`src/rtl/linebuf_window_sequencer_if.sv`:
```
// Pixel stream bundle between the window sequencer and its source/sink.
// Handshake: an input pixel transfers in any cycle where in_valid and in_ready are both high;
// out_valid is a one-cycle pulse that the sink must take, with space guaranteed by out_ready at the beat.
interface linebuf_window_sequencer_if #(
  parameter int CW = 11,
  parameter int RW = 11
);
  logic          in_valid;
  logic          in_ready;
  logic          out_ready;
  logic          out_valid;
  logic [CW-1:0] out_col;
  logic [RW-1:0] out_row;
  logic          border;
  logic          frame_done;

  modport master (
    input  in_valid, out_ready,
    output in_ready, out_valid, out_col, out_row, border, frame_done
  );

  modport slave (
    output in_valid, out_ready,
    input  in_ready, out_valid, out_col, out_row, border, frame_done
  );
endinterface

```
`src/rtl/linebuf_window_sequencer.sv`:
```
// Frame sequencer for the WIN-1 row-delay FIFO cascade: drives clken/enable, appends
// flush beats, and reports window-centre coordinates aligned with the cascade output.
module linebuf_window_sequencer #(
  parameter int WIN = 3,
  parameter int CW  = 11,
  parameter int RW  = 11
) (
  input  logic                          clk,
  input  logic                          rst,
  input  logic                          start,
  input  logic [CW-1:0]                 width,
  input  logic [RW-1:0]                 height,
  linebuf_window_sequencer_if.master    s,
  output logic                          fifo_clken,
  output logic                          fifo_enable,
  output logic                          pad_sel,
  output logic                          busy,
  output logic                          cfg_err,
  output logic [1:0]                    dbg_state
);
  localparam int H = (WIN - 1) / 2;
  localparam logic [RW:0]   H_R  = (RW+1)'(H);
  localparam logic [CW-1:0] H_C  = CW'(H);

  typedef enum logic [1:0] {IDLE, RUN, FLUSH, DONE} state_t;
  state_t state_q, state_d;

  logic [CW-1:0] w_q;
  logic [RW-1:0] ht_q;
  logic [CW-1:0] in_col_q;
  logic [RW:0]   in_row_q;
  logic [CW-1:0] c_col_q;
  logic [RW-1:0] c_row_q;
  logic beat, emit, col_last, run_last, flush_last, cfg_bad, accept;
  logic b_row, b_col;

  assign cfg_bad    = (width < CW'(WIN)) || (height < RW'(WIN));
  assign accept     = (state_q == IDLE) && start && !cfg_bad;
  assign col_last   = (in_col_q == w_q - CW'(1));
  assign run_last   = (in_row_q == {1'b0, ht_q} - (RW+1)'(1)) && col_last;
  assign flush_last = (in_row_q == {1'b0, ht_q} + H_R) && (in_col_q == H_C - CW'(1));
  // The cascade holds H rows plus H columns before the first full window exists.
  assign emit       = beat && ((in_row_q > H_R) || ((in_row_q == H_R) && (in_col_q >= H_C)));

  assign b_row = (c_row_q < RW'(H)) || (({1'b0, c_row_q} + H_R + (RW+1)'(1)) > {1'b0, ht_q});
  assign b_col = (c_col_q < H_C) || (({1'b0, c_col_q} + (CW+1)'(H + 1)) > {1'b0, w_q});

  assign fifo_clken  = beat;
  assign fifo_enable = (state_q != IDLE);
  assign busy        = (state_q != IDLE);
  assign dbg_state   = state_q;

  always_comb begin
    state_d    = state_q;
    beat       = 1'b0;
    s.in_ready = 1'b0;
    pad_sel    = 1'b0;
    case (state_q)
      IDLE:  if (accept) state_d = RUN;
      RUN: begin
        s.in_ready = s.out_ready;
        beat       = s.in_valid & s.out_ready;
        if (beat && run_last) state_d = FLUSH;
      end
      FLUSH: begin
        pad_sel = 1'b1;
        beat    = s.out_ready;
        if (beat && flush_last) state_d = DONE;
      end
      DONE:    state_d = IDLE;
      default: state_d = IDLE;
    endcase
  end

  always_ff @(posedge clk or negedge rst) begin
    if (!rst) begin
      state_q      <= IDLE;
      cfg_err      <= 1'b0;
      w_q          <= '0;
      ht_q         <= '0;
      in_col_q     <= '0;
      in_row_q     <= '0;
      c_col_q      <= '0;
      c_row_q      <= '0;
      s.out_valid  <= 1'b0;
      s.out_col    <= '0;
      s.out_row    <= '0;
      s.border     <= 1'b0;
      s.frame_done <= 1'b0;
    end else begin
      state_q      <= state_d;
      cfg_err      <= (state_q == IDLE) && start && cfg_bad;
      s.out_valid  <= emit;
      s.frame_done <= emit && (c_row_q == ht_q - RW'(1)) && (c_col_q == w_q - CW'(1));
      if (accept) begin
        w_q      <= width;
        ht_q     <= height;
        in_col_q <= '0;
        in_row_q <= '0;
        c_col_q  <= '0;
        c_row_q  <= '0;
      end else if (beat) begin
        if (col_last) begin
          in_col_q <= '0;
          in_row_q <= in_row_q + (RW+1)'(1);
        end else begin
          in_col_q <= in_col_q + CW'(1);
        end
      end
      // Centre counters advance only on beats that actually produce a window.
      if (emit) begin
        s.out_row <= c_row_q;
        s.out_col <= c_col_q;
        s.border  <= b_row | b_col;
        if (c_col_q == w_q - CW'(1)) begin
          c_col_q <= '0;
          c_row_q <= c_row_q + RW'(1);
        end else begin
          c_col_q <= c_col_q + CW'(1);
        end
      end
    end
  end
endmodule

```
`src/flat_wrapper.sv`:
```
// flat-port wrapper written by rule: the top's interface ports become plain ports
module linebuf_window_sequencer_flat 
#(
  parameter int WIN = 3,
  parameter int CW  = 11,
  parameter int RW  = 11
)
  (clk, rst, start, width, height, fifo_clken, fifo_enable, pad_sel, busy, cfg_err, dbg_state, s_in_valid, s_out_ready, s_in_ready, s_out_valid, s_out_col, s_out_row, s_border, s_frame_done);
  linebuf_window_sequencer_if #(.CW(CW), .RW(RW)) s_i ();
  input  logic clk;
  input  logic rst;
  input  logic start;
  input  logic [CW-1:0] width;
  input  logic [RW-1:0] height;
  output logic fifo_clken;
  output logic fifo_enable;
  output logic pad_sel;
  output logic busy;
  output logic cfg_err;
  output logic [1:0] dbg_state;
  input wire logic [$bits(s_i.in_valid)-1:0] s_in_valid;
  input wire logic [$bits(s_i.out_ready)-1:0] s_out_ready;
  output wire logic [$bits(s_i.in_ready)-1:0] s_in_ready;
  output wire logic [$bits(s_i.out_valid)-1:0] s_out_valid;
  output wire logic [$bits(s_i.out_col)-1:0] s_out_col;
  output wire logic [$bits(s_i.out_row)-1:0] s_out_row;
  output wire logic [$bits(s_i.border)-1:0] s_border;
  output wire logic [$bits(s_i.frame_done)-1:0] s_frame_done;
  assign s_i.in_valid = s_in_valid;
  assign s_i.out_ready = s_out_ready;
  assign s_in_ready = s_i.in_ready;
  assign s_out_valid = s_i.out_valid;
  assign s_out_col = s_i.out_col;
  assign s_out_row = s_i.out_row;
  assign s_border = s_i.border;
  assign s_frame_done = s_i.frame_done;
  linebuf_window_sequencer #(.WIN(WIN), .CW(CW), .RW(RW)) u_core (.clk(clk), .rst(rst), .start(start), .width(width), .height(height), .s(s_i), .fifo_clken(fifo_clken), .fifo_enable(fifo_enable), .pad_sel(pad_sel), .busy(busy), .cfg_err(cfg_err), .dbg_state(dbg_state));
endmodule
```
`config.mk`:
```
export PLATFORM = sky130hd
export DESIGN_NAME = linebuf_window_sequencer_flat
export DESIGN_NICKNAME = d
export VERILOG_FILES = /design/src/rtl/linebuf_window_sequencer_if.sv /design/src/rtl/linebuf_window_sequencer.sv /design/src/flat_wrapper.sv
export SDC_FILE = /design/constraint.sdc
export NUM_CORES = 1
export LEC_CHECK = 0
export BUFFER_PORTS_ARGS = -buffer_cell sky130_fd_sc_hd__buf_2
export CORE_ASPECT_RATIO = 0.7
export CORE_MARGIN = 10
export CORE_UTILIZATION = 61
export DETAILED_ROUTE_END_ITERATION = 6
export PLACE_DENSITY = 0.8
export SKIP_LAST_GASP = 1
export SYNTH_ARGS = -nofsm -noshare
export SYNTH_HDL_FRONTEND = slang
export SYNTH_SLANG_ARGS = --single-unit
```
`constraint.sdc`:
```
create_clock -name clk -period 3.9 [get_ports clk]
set_input_delay 0.78 -clock clk [delete_from_list [all_inputs] [get_ports clk]]
set_output_delay 0.78 -clock clk [all_outputs]
set_load 0.005 [all_outputs]
```
After elaboration in Yosys (flattened, before gate mapping)
Index checks and enable logic that the tools add are counted.
{ "totals": {"regBits": 95, "in_bits": 27, "out_inout_bits": 33, "wordCells": 89} }
{ "classes": {"n_addsub": 11, "order_cmp": 8, "n_eq_ne": 12, "muxes": 19, "bitwise": 2, "n_reduce_logical": 24} }
{ "op_table": {"columns": ["cell", "n"], "rows": [
  ["$mux 11", 9],
  ["$mux 12", 3],
  ["$add 11x1->11 const B", 3],
  ["$eq 11x11->1", 3],
  ["$add 11x1->12 const B", 2],
  ["$add 12x1->12 const B", 2],
  ["$eq 12x12->1", 2],
  ["$gt 12x11->1", 2],
  ["$lt 11x1->1 const B", 2],
  ["$lt 11x2->1 const B", 2],
  ["$sub 11x1->11 const B", 2],
  ["$add 11x2->12 const B", 1],
  ["$eq 12x1->1 const B", 1],
  ["$gt 12x1->1 const B", 1],
  ["$sub 11x1->12 const B", 1],
  ["$ge 11x1->1 const B", 1],
  ["$logic_and 1x1->1", 11],
  ["$logic_not 11->1", 1],
  ["$pmux 2 s4", 1],
  ["$reduce_bool 2->1", 4],
  ["$mux 2", 3],
  ["$ne 2x1->1 const B", 3],
  ["$eq 2x2->1 const B", 2],
  ["$logic_or 1x1->1", 4],
  ["other kinds (9)", 10]
]} }

Longest topological paths before layout
Gate-level depths: netlist of run 1.
{ "logic_depth": {"word_depth": 7, "ltp_mapped": 13, "mapped_depth_nobuf": 12} }

Worst setup path before layout of run 1
No wires, ideal clock.
{ "synth_path": {"kind": "reg2reg", "start": "reg u_core.w_q[0]", "end": "reg u_core.in_row_q[10]", "setup_ps": 78, "t_arrival_ps": 3189, "required_time_ps": 3822, "slack_ps": 633, "path_stages_with_launch": 12, "n_path_buf": 2, "period_less_slack_ps": 3267, "cell_sequence": "dfrtp_1 -> inv_1 -> ha_1 -> buf_4 -> or4b_4 -> or3_1 -> a221o_1 -> nor4_4 -> a31oi_2 -> buf_6 -> or4_1 -> a21oi_1"} }
{ "synth_between": {"elab_chain_len": 4} }
{ "synth_rtl": {"columns": ["element", "line", "rtl"], "rows": [
  ["from (decl)", "linebuf_window_sequencer.sv:28", "logic [CW-1:0] w_q;"],
  ["from (signal assigned)", "linebuf_window_sequencer.sv:96", "w_q <= width;"],
  ["$sub 11x1->11", "linebuf_window_sequencer.sv:39", "assign col_last = (in_col_q == w_q - CW'(1));"],
  ["$eq 11x11->1", "linebuf_window_sequencer.sv:39", null],
  ["$reduce_bool 2->1 (no line)", null, null],
  ["$reduce_and 2->1 (no line)", null, null],
  ["to (signal assigned)", "linebuf_window_sequencer.sv:105", "in_row_q <= in_row_q + (RW+1)'(1);"],
  ["to (decl)", "linebuf_window_sequencer.sv:31", "logic [RW:0] in_row_q;"]
]} }
Every way passes these cells.
A chain may end at the register's enable or synchronous reset.

Final worst setup path of run 1
{ "layout_path": {"start": "reg u_core.w_q[0]", "end": "reg u_core.in_row_q[9]"} }
Same word-level chain as after synthesis.

==> summary.md, run 1 <==
| Metric | Value |
|---|---|
| Status | finished clean |
| Final instance area | 7850 µm² |
| CP bufs+invs | 1 |
| Unrepaired setup endpoints after global routing | no |
| Period utilization | 94.2% |
| Top Family by Delay on Critical Path | simple AND/OR/NAND/NOR gates |
| Syn-to-layout area delta | 9.68% |
| Final RePlAce weighted congestion | 0.956 |
| Final hold vios | 0 |
| Worst Hold Launch | u_core.s.out_col[5]$_DFFE_PN0P_ |
| DRT antenna net count | 0 |
| Static Leak | 3.82 nW |
| Nets | 939 |
| FF-to-FF Start | u_core.w_q[0]$_DFFE_PN0P_ |
| Mapped Cells | 849 |
| Die Span Y | 111 µm |
| Ports | 60 |
| Max cap viols | 0 |
| Detailed Place HPWL | 15200 µm |
| Gr ovfl total | 0 |
| Hold WC Path Type | register to register |
| Row count | 32 |
| Drt drc | 0 |
| Worst-case clock skew | 14.9 ps |
| Drt wl/cell | 19.6 µm |
| Synth area leader | dfrtp_1 |
| TritonCTS clock tree | built |
| Synth Flop Type | dfrtp_1 |
| H-tree levels | 3 |
| Number of global-route vias before repair | 6219 |
| Synth cell types | 72 |
| Via count | 6574 |
| CP arrival | 3950 ps |
| Pwr Density | 314 nW/µm² |
| Slew HR | 39.3% |
| First-pass GRT wire length | 32900 µm |
| Setup TNS | 0 ps |
| Slowest cell on the critical path | or4_1 |
| Initial DRC Count | 700 |
| Port Buf Inserts | 59 |
| DRT Wirelength | 20100 µm |
| Seq/Total Area, Yosys | 33.2% |
| Inserted Clock Buffers | 9 |
| CP Launch Type | register |
| Top cells by area, synth | dfrtp_1 33%, ha_1 7.5%, nand2_1 5.7%, xnor2_1 4.8%, o21ai_0 3.8% |
| Peak supply drop | 205 µV |
| ANT cells | 0 |
| Pin count of the biggest net entering global routing | 71 |
| Die ar. | 16500 µm² |
| Final setup violation count | 0 |
| Kind of end point of the critical path | register |
| Synth Area per Inst | 8.43 µm² |
| Fmax | 272 MHz |
| Starting Density | 63.6% |
| Total chip power | 2.47 mW |
| Post-synthesis register bit count | 95 |
| Sink Count | 95 |
| Die width | 149 µm |
| Core ar. | 11300 µm² |
| YS warnings | 0 |
| Synth top area share | 33.2% |
| Hold slack | 470 ps |
| Post-layout util | 69.8% |
| Share of cells above drive strength 1 | 11.7% |
| Post-synth EDFFs | 0 |
| Initial antenna violation count | 0 |
| Post-synth ARST share | 100% |
| CP Launch Point | u_core.w_q[0]$_DFFE_PN0P_ |
| Root Driver | clkbuf_16 |
| CTS Buffer Depth | 2 |
| Drt first pass iters | 5 |
| Skew-Pair Late Insertion Delay | 350 ps |
| Area post-placement | 7490 µm² |
| Min Tclk post-route | 3670 ps |
| Filler cells | 937 |
| Total Routing Usage GR | 24.1% |
| Synth Cell Area | 7160 µm² |
| Net Count, Synth | 919 |
| Slew Limit Fails | 0 |
| Critical Path Fanout Max | 25 |
| Crit path largest cell delay | 590 ps |
| Worst-Margin Slew | 910 ps |
| Reg clk slew, reported paths | 70 ps |
| Worst setup path class | register to register |
| Cell breakdown of the critical path | inv_1 > ha_1 > or4b_4 > or3_1 > a221o_1 > nor4_4 > a31oi_4 > or4_1 > a21oi_1 |
| Via density | 6.40 |
| CP Data Required Time | 4170 ps |
## worst register-to-register path, stage by stage, from the launching register on
cell and delay (ps):
dfrtp_1 470, inv_1 120, ha_1 360, or4b_4 550, or3_1 360, a221o_1 360
nor4_4 350, a31oi_4 280, or4_1 600, a21oi_1 150
## cell type report
class / instances / area [µm²] / area share [%]
tap: 153 / 191 / 2.44
clock inverter: 7 / 118 / 1.50
sequential: 95 / 2380 / 30.3
inverter: 46 / 173 / 2.20
timing repair buffer: 72 / 395 / 5.04
multi-input combinational: 645 / 4370 / 55.7
clock buffer: 9 / 225 / 2.87
## timing repair
item                       CTS  global route
gates resized for setup      0             2
buffers inserted             0             0
setup endpoints to repair    0             8
hold buffers                 0             0
## flip-flops by register name (all words and copies together) (netlist names)
| signal | flops |
|---|---|
| u_core.s.frame_done | 1 |
| u_core.cfg_err | 1 |
| u_core.in_col_q | 11 |
| u_core.c_col_q | 11 |
| u_core.s.out_row | 11 |
| u_core.s.out_valid | 1 |
| u_core.dbg_state | 2 |
| u_core.c_row_q | 11 |
| u_core.w_q | 11 |
| u_core.ht_q | 11 |
| u_core.s.out_col | 11 |
| u_core.in_row_q | 12 |
| u_core.s.border | 1 |
## report_power, final
part	leakage (nW)	switching, mW	internal, mW	total (mW)
Clock	0.170	0.399	0.629	1.03
Combinational	2.48	0.180	0.137	0.317
Sequential	1.17	0.0901	1.03	1.12
## Yosys cell counts, drive strengths merged (3+ instances only)
master / count
nand2b: 6
nand4b: 3
clkbuf: 55
a21oi: 30
nand2: 108
or4: 10
a31oi: 9
mux2: 4
or3: 12
a211o: 3
xnor2: 39
nor3b: 3
nor2b: 8
ha: 43
inv: 44
o22ai: 3
o21ai: 64
nor3: 29
nand3b: 4
a221o: 4
nand4: 22
a22o: 5
and2: 7
xor2: 23
buf: 8
and3: 22
dfrtp: 95
nor4: 24
or2: 3
mux2i: 8
o211ai: 6
o31ai: 9
o21a: 6
a21o: 12
nor4b: 3
nand3: 39
a211oi: 6
o41ai: 3
xnor3: 9
nor2: 31
## cells in the final DEF (no fill, tap or decap), types with 28 or more instances in the layout
cell / count
o21ai_0: 54
xnor2_1: 39
nand2_1: 108
a21oi_1: 30
inv_1: 44
nor3_1: 28
dfrtp_1: 95
ha_1: 43
buf_2: 58
nand3_1: 39
nor2_1: 31
## layer usage
metal	GRT usage (%)	up-vias	part of all wire (%)
li1	-	3079	-
met1	35.2	3148	45
met2	35.9	325	45
met3	5.01	22	9.5
met4	4.61	0	0.99
met5	0	-	0
## cells by family after synthesis
| kind of cell | Yosys count | share of synthesized area [%] |
|---|---|---|
| buf+inv | 109 | 6.05 |
| mux | 12 | 1.75 |
| fa+ha+maj | 43 | 7.52 |
| flops | 95 | 33.2 |
| simple gates | 339 | 24.7 |
| xor+xnor | 71 | 10.4 |
| compound gates | 180 | 16.3 |
## final timing paths
check | slack (ps) | to | depth (start not counted)
max reg2reg | 230 | u_core.in_row_q[9]$_DFFE_PN0P_ | 9
max | 230 | u_core.in_row_q[9]$_DFFE_PN0P_ | 9
min reg2reg | 470 | u_core.s.out_col[5]$_DFFE_PN0P_ | 2
min | 470 | u_core.s.out_col[5]$_DFFE_PN0P_ | 2
min in group asynchronous | 560 | u_core.ht_q[8]$_DFFE_PN0P_ | 1
max in group asynchronous | 2570 | u_core.ht_q[3]$_DFFE_PN0P_ | 2
## per-stage QoR
step	cells	setup WS (ps)
after floorplan	849	633
after global placement	1011	329
after detailed placement	1011	169
after CTS	1027	118
after global routing	1027	35.8
final	1027	226
Power figures use the tool's default switching activity.
==> run 2: changes to the inputs <==
--- a/config.mk
+++ b/config.mk
@@ -5,9 +5,10 @@
 export SDC_FILE = /design/constraint.sdc
 export NUM_CORES = 1
 export LEC_CHECK = 0
+export ABC_AREA = 1
 export BUFFER_PORTS_ARGS = -buffer_cell sky130_fd_sc_hd__buf_2
 export CORE_ASPECT_RATIO = 0.7
-export CORE_MARGIN = 10
+export CORE_MARGIN = 2
 export CORE_UTILIZATION = 61
 export DETAILED_ROUTE_END_ITERATION = 6
 export PLACE_DENSITY = 0.8
==> summary.md, run 2 <==
| Metric | Value |
|---|---|
| Synth cell count leaders | 304 x nand2_1, 105 x inv_1, 103 x nand3_1, 95 x dfrtp_1, 84 x nor2_1 |
| Worst setup path class | register to register |
| CP arrival | 3380 ps |
| Worst-case clock skew | 8.08 ps |
| Post-synthesis register bit count | 95 |
| Most common cell after layout, fill and taps aside | nand2_1 |
| Port Buf Inserts | 59 |
| Most used cell, CP | nand2_1 |
| Synth cell types | 39 |
| Placed Instances | 1224 |
| Final setup violation count | 0 |
| First-pass GRT wire length | 31400 µm |
| Detailed Place HPWL | 14800 µm |
| Share of cells above drive strength 1 | 10.1% |
| Post-layout util | 68.2% |
| Final instance area | 7910 µm² |
| Worst-Margin Slew | 1140 ps |
| Synth Cell Area | 7190 µm² |
| Drt first pass iters | 6 |
| Most frequent cells in the layout | 304 x nand2_1, 105 x inv_1, 103 x nand3_1, 95 x dfrtp_1, 84 x nor2_1 |
| Fmax | 320 MHz |
| Via count | 7064 |
| DRT antenna net count | 0 |
| Setup TNS | 0 ps |
| Kind of end point of the critical path | register |
| Nets | 1148 |
| Slowest cell on the critical path | inv_1 |
| Mapped Cells | 1031 |
| TritonCTS clock tree | built |
| Status | finished clean |
| Root Driver | clkbuf_16 |
| Ports | 60 |
| Final RePlAce weighted congestion | 0.959 |
| Largest register by flop count | u_core.in_row_q |
| Internal power | 2.55 mW |
| Peak supply drop | 452 µV |
| DRT Wirelength | 19100 µm |
| Die ar. | 12700 µm² |
| Post-CTS Setup Repair Bufs | 0 |
| ANT cells | 0 |
| CP Launch Type | register |
| Pwr Density | 606 nW/µm² |
| Post-cts sizing count | 0 |
| CTS Buffer Depth | 2 |
| Cell breakdown of the critical path | inv_1 > nand3_1 > nor2_1 > nand3b_1 > nand2_1 > a21oi_1 > buf_4 > inv_1 > nand2_1 > inv_2 > nand2_1 > o21ai_0 |
| Filler cells | 1004 |
| Combinational Power Share | 48.4% |
| Die Span Y | 94.8 µm |
| Inserted Clock Buffers | 9 |
| Min Tclk post-route | 3120 ps |
| Initial antenna violation count | 0 |
| Crit path largest cell delay | 840 ps |
| Synth area leader | dfrtp_1 |
| H-tree levels | 3 |
| Synth top area share | 33.1% |
| Psw | 2.25 mW |
| Clk pwr share | 21.2% |
| Total Routing Usage GR | 31.6% |
| Sink Count | 95 |
| Max FFs per register | 12 |
| Drt drc | 0 |
| Syn-to-layout area delta | 10.0% |
| Skew-Pair Late Insertion Delay | 350 ps |
| CP Data Required Time | 4160 ps |
| Total chip power | 4.79 mW |
| Seq/Total Area, Yosys | 33.1% |
| Top Family by Delay on Critical Path | buffers and inverters |
| Sequential cell area | 2380 µm² |
| YS warnings | 0 |
| Via density | 5.70 |
| Slew HR | 23.8% |
| Reg clk slew, reported paths | 70 ps |
| Final WS setup | 777 ps |
| Switching Share | 46.9% |
| CP bufs+invs | 4 |
| Dpl ws | 736 ps |
| Final hold vios | 0 |
| Initial DRC Count | 816 |
| Area occupied by multi-input gates | 4250 µm² |
| Hold_buf cts | 0 |
| Sequential Power Share | 30.4% |
| Post-synth ARST share | 100% |
| Hold slack | 430 ps |
| Starting Density | 62.0% |
| Die width | 134 µm |
| Pin count of the biggest net entering global routing | 48 |
| Gr ovfl total | 0 |
| Non-filler cells, final | 1239 |
| Top cells by area, synth | dfrtp_1 33%, nand2_1 16%, ha_1 7.5%, nand3_1 7.2%, xor2_1 6.9% |
| Post-synth EDFFs | 0 |
| Core ar. | 11600 µm² |
| Number of global-route vias before repair | 6185 |
| Static Leak | 4.00 nW |
| Slew Limit Fails | 0 |
| Max cap viols | 0 |
| Unrepaired setup endpoints after global routing | no |
| Synth Flop Type | dfrtp_1 |
| Most instantiated library cell after synthesis | nand2_1 |
| Synth Area per Inst | 6.97 µm² |
| Net Count, Synth | 1101 |
| Hold WC Path Type | input port to async pin |
| Drt wl/cell | 15.4 µm |
| Critical Path Fanout Max | 47 |
| Period utilization | 80.1% |
| Area post-placement | 7570 µm² |
| Row count | 33 |
run 2: cells by family (layout without fill, tap and decap cells):
| logic type | count (synthesis) | after routing | synth area share, % |
|---|---|---|---|
| adders and majority gates | 43 | 43 | 7.48 |
| xor gates and xnor gates | 60 | 60 | 7.50 |
| AOI/OAI and AO/OA | 131 | 131 | 10.3 |
| buffers and inverters | 140 | 191 | 7.82 |
| DFF | 95 | 95 | 33.1 |
| and+or+nand+nor | 562 | 562 | 33.8 |
run 2: cell type report:
type                            instances  area share (%)
Multi-Input combinational cell        796            53.7
Sequential cell                        95            30.1
Clock buffer                            9            2.85
Inverter                              113            5.36
Clock inverter                          6            1.38
Timing Repair Buffer                   63            4.14
Tap cell                              157            2.48
run 2: power groups by stage:
stage | registers [mW] | clock network (mW) | logic (mW)
floorplan | 1.35 | 0 | 1.77
global placement | 1.46 | 0 | 2.21
detailed placement | 1.46 | 0 | 2.25
CTS | 1.44 | 1.03 | 2.27
global route | 1.49 | 1.07 | 2.63
finish | 1.46 | 1.01 | 2.32
run 2: metal layers:
| layer | up-vias | GRT usage [%] | part of all wire, % |
|---|---|---|---|
| li1 | 3466 | - | - |
| met1 | 3209 | 49.4 | 49 |
| met2 | 353 | 43.1 | 39 |
| met3 | 36 | 6.92 | 11 |
| met4 | 0 | 9.22 | 1.8 |
| met5 | - | 0 | 0 |
run 2: path summary, 6_finish.rpt:
path	startpoint	end	slack (ps)	cells past startpoint
max reg2reg	u_core.in_col_q[2]$_DFFE_PN0P_	u_core.c_col_q[5]$_DFFE_PN0P_	780	12
max in group asynchronous	rst	u_core.ht_q[8]$_DFFE_PN0P_	2700	2
min	rst	u_core.w_q[10]$_DFFE_PN0P_	430	1
min in group clk	u_core.s.out_col[10]$_DFFE_PN0P_	u_core.s.out_col[10]$_DFFE_PN0P_	480	2
min reg2reg	u_core.s.out_col[10]$_DFFE_PN0P_	u_core.s.out_col[10]$_DFFE_PN0P_	480	2
max	u_core.in_col_q[2]$_DFFE_PN0P_	u_core.c_col_q[5]$_DFFE_PN0P_	780	12
